==> src/rtl/ex_mem_stage.sv <==
// ============================================================================
// ex_mem_stage: EX/MEM pipeline register with NZCV flag register and branch resolve
// Revision: 1.0
// ============================================================================
`default_nettype none

module ex_mem_stage #(
  parameter int N = 64
) (
  input  logic         clk,
  input  logic         reset,
  input  logic [N-1:0] PCBranch_E,
  input  logic [N-1:0] aluResult_E,
  input  logic [N-1:0] writeData_E,
  input  logic         zero_E,
  input  logic         negative_E,
  input  logic         carry_E,
  input  logic         overflow_E,
  input  logic         write_flags_E,
  input  logic         Branch_E,
  input  logic         CondBranch_E,
  input  logic         memRead_E,
  input  logic         memWrite_E,
  input  logic         regWrite_E,
  input  logic         memtoReg_E,
  input  logic [3:0]   cond_E,
  input  logic [4:0]   writeReg_E,
  input  logic         stall,
  input  logic         flush,
  output logic [N-1:0] PCBranch_M,
  output logic [N-1:0] aluResult_M,
  output logic [N-1:0] writeData_M,
  output logic         zero_M,
  output logic         memRead_M,
  output logic         memWrite_M,
  output logic         regWrite_M,
  output logic         memtoReg_M,
  output logic [4:0]   writeReg_M,
  output logic [3:0]   flags_M,
  output logic         PCSrc_M
);

  logic [N-1:0] pcbranch_q, pcbranch_d;
  logic [N-1:0] aluresult_q, aluresult_d;
  logic [N-1:0] writedata_q, writedata_d;
  logic         zero_q, zero_d;
  logic         branch_q, branch_d;
  logic         condbranch_q, condbranch_d;
  logic         memread_q, memread_d;
  logic         memwrite_q, memwrite_d;
  logic         regwrite_q, regwrite_d;
  logic         memtoreg_q, memtoreg_d;
  logic [4:0]   writereg_q, writereg_d;
  logic [3:0]   cond_q, cond_d;
  logic [3:0]   flags_q, flags_d;

  logic w_bubble;
  logic w_cond_true;
  logic w_pcsrc;

  // flags layout is {N, Z, C, V}
  function automatic logic cond_true(input logic [3:0] c, input logic [3:0] f);
    logic n, z, cy, v;
    n  = f[3];
    z  = f[2];
    cy = f[1];
    v  = f[0];
    case (c)
      4'b0000: cond_true = z;
      4'b0001: cond_true = !z;
      4'b0010: cond_true = cy;
      4'b0011: cond_true = !cy;
      4'b0100: cond_true = n;
      4'b0101: cond_true = !n;
      4'b0110: cond_true = v;
      4'b0111: cond_true = !v;
      4'b1000: cond_true = cy & !z;
      4'b1001: cond_true = !cy | z;
      4'b1010: cond_true = (n == v);
      4'b1011: cond_true = (n != v);
      4'b1100: cond_true = !z & (n == v);
      4'b1101: cond_true = z | (n != v);
      default: cond_true = 1'b1;
    endcase
  endfunction

  assign w_cond_true = cond_true(cond_q, flags_q);
  assign w_pcsrc     = (branch_q & zero_q) | (condbranch_q & w_cond_true);

  // A taken branch squashes the wrong-path instruction currently in EX
  assign w_bubble = flush | w_pcsrc;

  always_comb begin
    pcbranch_d   = pcbranch_q;
    aluresult_d  = aluresult_q;
    writedata_d  = writedata_q;
    zero_d       = zero_q;
    branch_d     = branch_q;
    condbranch_d = condbranch_q;
    memread_d    = memread_q;
    memwrite_d   = memwrite_q;
    regwrite_d   = regwrite_q;
    memtoreg_d   = memtoreg_q;
    writereg_d   = writereg_q;
    cond_d       = cond_q;
    flags_d      = flags_q;
    if (!stall) begin
      pcbranch_d  = PCBranch_E;
      aluresult_d = aluResult_E;
      writedata_d = writeData_E;
      writereg_d  = writeReg_E;
      cond_d      = cond_E;
      if (w_bubble) begin
        zero_d       = 1'b0;
        branch_d     = 1'b0;
        condbranch_d = 1'b0;
        memread_d    = 1'b0;
        memwrite_d   = 1'b0;
        regwrite_d   = 1'b0;
        memtoreg_d   = 1'b0;
      end else begin
        zero_d       = zero_E;
        branch_d     = Branch_E;
        condbranch_d = CondBranch_E;
        memread_d    = memRead_E;
        memwrite_d   = memWrite_E;
        regwrite_d   = regWrite_E;
        memtoreg_d   = memtoReg_E;
        if (write_flags_E) begin
          flags_d = {negative_E, zero_E, carry_E, overflow_E};
        end
      end
    end
  end

  always_ff @(posedge clk) begin
    if (reset) begin
      pcbranch_q   <= '0;
      aluresult_q  <= '0;
      writedata_q  <= '0;
      zero_q       <= 1'b0;
      branch_q     <= 1'b0;
      condbranch_q <= 1'b0;
      memread_q    <= 1'b0;
      memwrite_q   <= 1'b0;
      regwrite_q   <= 1'b0;
      memtoreg_q   <= 1'b0;
      writereg_q   <= '0;
      cond_q       <= '0;
      flags_q      <= '0;
    end else begin
      pcbranch_q   <= pcbranch_d;
      aluresult_q  <= aluresult_d;
      writedata_q  <= writedata_d;
      zero_q       <= zero_d;
      branch_q     <= branch_d;
      condbranch_q <= condbranch_d;
      memread_q    <= memread_d;
      memwrite_q   <= memwrite_d;
      regwrite_q   <= regwrite_d;
      memtoreg_q   <= memtoreg_d;
      writereg_q   <= writereg_d;
      cond_q       <= cond_d;
      flags_q      <= flags_d;
    end
  end

  assign PCBranch_M  = pcbranch_q;
  assign aluResult_M = aluresult_q;
  assign writeData_M = writedata_q;
  assign zero_M      = zero_q;
  assign memRead_M   = memread_q;
  assign memWrite_M  = memwrite_q;
  assign regWrite_M  = regwrite_q;
  assign memtoReg_M  = memtoreg_q;
  assign writeReg_M  = writereg_q;
  assign flags_M     = flags_q;
  assign PCSrc_M     = w_pcsrc;

endmodule

`default_nettype wire

==> config.mk <==
export PLATFORM = sky130hd
export DESIGN_NAME = ex_mem_stage
export DESIGN_NICKNAME = d
export VERILOG_FILES = /design/src/rtl/ex_mem_stage.sv
export SDC_FILE = /design/constraint.sdc
export NUM_CORES = 1
export LEC_CHECK = 0
export ABC_AREA = 1
export CAP_MARGIN = 40
export CORE_AREA = 2 2 166 168
export DETAILED_ROUTE_END_ITERATION = 10
export DIE_AREA = 0 0 168 170
export SLEW_MARGIN = 10
export SYNTH_ARGS = -nofsm -noshare
export SYNTH_HDL_FRONTEND = slang
export SYNTH_SLANG_ARGS = --single-unit
==> constraint.sdc <==
create_clock -name clk -period 2 [get_ports clk]
set_input_delay 0.2 -clock clk [delete_from_list [all_inputs] [get_ports clk]]
set_output_delay 0.2 -clock clk [all_outputs]
set_load 0.05 [all_outputs]
==> out/results.tsv <==
metric	value	unit
synth_area_leaders	dfxtp_1, nor2_1, o21ai_0, clkbuf_1, nand2_1	
final.setup.tns	0	ns
cts_buffer_depth	3	
min_path_cells	3	
r2r_end	flags_M[2]	
grt_pass1_wl	41.0	mm
r2r_cells	13	
hold_class	in -> reg	
ios	423	
drv_cap	0	
fin_worst_skew	0.00542	ns
ant_nets	0	
tritoncts	yes	
fmax	512	MHz
grt_overflow	0	
coreArea	0.0267	sq mm
num_antenna_cells	0	
cts_hold_buf	0	
hold_viol	0	
gr-usage-all-layers	17.9	%
ys_seq_area_share	56.9	%
wire_per_inst	15.4	microns
clock_sinks	212	
grt_pass1_vias	7474	
synth_area	0.00746	sq mm
nets	1579	
place_ws	0.383	ns
dr.first_iter.drc_count	393	
syn_avg_cell_area	7.71	sq um
place_congestion	0.791	
vias	7729	
cp_num_cells	1	
synth_seq_cells	212	
cts-root-buf	clkbuf_16	
ys_types	22	
ctsHtreeMaxLevel	1	
cpPeakStageDelay	0.86	ns
status	finished, final reports clean	
setup_viol	0	
drc	0	
tightestPinTransition	0.587	ns
dpl.cell_count	1675	
synth_top_area_share	56.9	%
die_area	0.0286	sq mm
cts_made_buffers	25	
crit_family	buffers and inverters	
wl	26.6	mm
crit_chain	clkdlybuf4s50_1	
viasPerCell	4.49	
syn-instance-count	968	
worst_slack	0.0472	ns
slew_headroom	60.7	%
cp_max_fo	3	
initial_core_util	28.0	%
rows	60	
period_share	97.6	%
r2r_start	cond_q[2]	
syn_nets	1184	
crit_path_end_kind	primary output	
worstSetupPathType	reg -> out	
p_leak	0.00519	uW
start_kind	flop	
antenna_found_initial	1	
cp.buffers_inverters	1	
grt_max_degree	92	
hpwlAfterDp	18.6	mm
die_w	168	microns
clkTransAtPathRegs	0.06	ns
synthToLayoutAreaGrowth	73.2	%
cp-endpoint	zero_M	
firstDrtPassIters	4	
grt_setup_unrepaired	true	
final_cells	1723	
startpoint	zero_M	
portBuffers	422	
p_total	11900	uW
yosys_warnings	0	
placed_area	0.0120	sq mm
synth_largest_area_cell	dfxtp_1	
required	1.80	ns
slew_viol_final	0	
fin_area	0.0129	sq mm
crit_slowest_cell	clkdlybuf4s50_1	
clk_latency	0.52	ns
drive_gt1_share	6.01	%
power.density	919	mW/mm^2
cp.arrival	1.75	ns
period_minus_slack	1.95	ns
die_h	170	microns
irDropWorstVdd	0.577	mV
r2r_slack	0.31	ns
-- Yosys cell counts, drive strengths merged --
cell / number
a21boi: 1
nand3: 6
nand2: 39
nand4: 8
clkbuf: 50
o21bai: 1
buf: 17
dfxtp: 212
a21oi: 11
nor2: 409
o21ai: 202
inv: 11
o211ai: 1
-- how the worst min path moves through the flow --
stage,start,endpoint,slack [ns]
finish,stall,PCBranch_M[31],0.10
global route,stall,PCBranch_M[40],0.10
CTS,stall,PCBranch_M[31],0.08
detailed placement,PCBranch_M[57],PCBranch_M[57],0.47
global placement,writeData_M[53],writeData_M[53],0.46
floorplan,overflow_E,flags_M[0],0.33
-- area by class of cell --
cell class | count | area [sq um]
Fill cell | 2609 | 13700
Timing Repair Buffer | 435 | 4430
Sequential cell | 212 | 4260
Multi-Input combinational cell | 678 | 2920
Clock buffer | 35 | 723
Tap cell | 341 | 427
Clock inverter | 11 | 111
Inverter | 11 | 48.8
-- cell usage in the layout (no fill, tap or decap), types with 2 or more instances in the layout --
cell	count
clkdlybuf4s50_1	418
nor2_1	406
dfxtp_1	204
o21ai_0	202
nand2_1	33
clkbuf_16	25
a21oi_1	10
buf_12	9
inv_1	7
nand4_1	7
clkinv_2	7
clkbuf_8	6
dfxtp_2	5
buf_4	5
nand2_2	4
nand3_1	4
clkbuf_1	4
dfxtp_4	3
inv_2	2
nand3_2	2
nor2_2	2
nand2_4	2
inv_6	2
bufinv_16	2
dlygate4sd2_1	2
-- layer usage --
layer	part of all wire, %	vias up	GRT usage [%]	wire, microns
met5	0	-	0	0
met4	1.8	0	4.31	487
met3	10	32	6.74	2650
met2	48	290	31.1	12600
met1	41	3516	20.8	10800
li1	-	3891	-	-
-- registers in the layout, summed over array words and instances, names as in the netlist --
| signal | flops |
|---|---|
| PCBranch_M | 64 |
| aluResult_M | 64 |
| writeData_M | 64 |
| writeReg_M | 5 |
| cond_q | 4 |
| flags_M | 4 |
| branch_q | 1 |
| condbranch_q | 1 |
| memRead_M | 1 |
| memWrite_M | 1 |
| memtoReg_M | 1 |
| regWrite_M | 1 |
| zero_M | 1 |
-- cell families after synthesis --
group	synth area share, %
and+or+nand+nor	24.2
buffers and inverters	4.28
DFF	56.9
AOI/OAI and AO/OA	14.6
-- report_power, final --
group | total, uW | internal, uW | switching (uW)
Sequential | 4670 | 4520 | 151
Clock | 4570 | 2770 | 1790
Combinational | 2650 | 1040 | 1610
Total | 11900 | 8330 | 3550
-- through the flow --
stage / util, % / hold WS, ns
finish: 48.5 / 0.104
global route: 48.5 / 0.101
CTS: 48.4 / 0.0777
detailed placement: 45.2 / 0.470
global placement: 45.2 / 0.461
floorplan: - / 0.335
-- repair_timing --
action                                  4_1_cts  5_1_grt
pin swaps                                     1        5
resized for setup                            10        9
gates cloned                                  0        0
setup buffers                                 1        1
endpoints found under the setup margin        2        2
No activity file was read; power rests on OpenSTA's default activity.
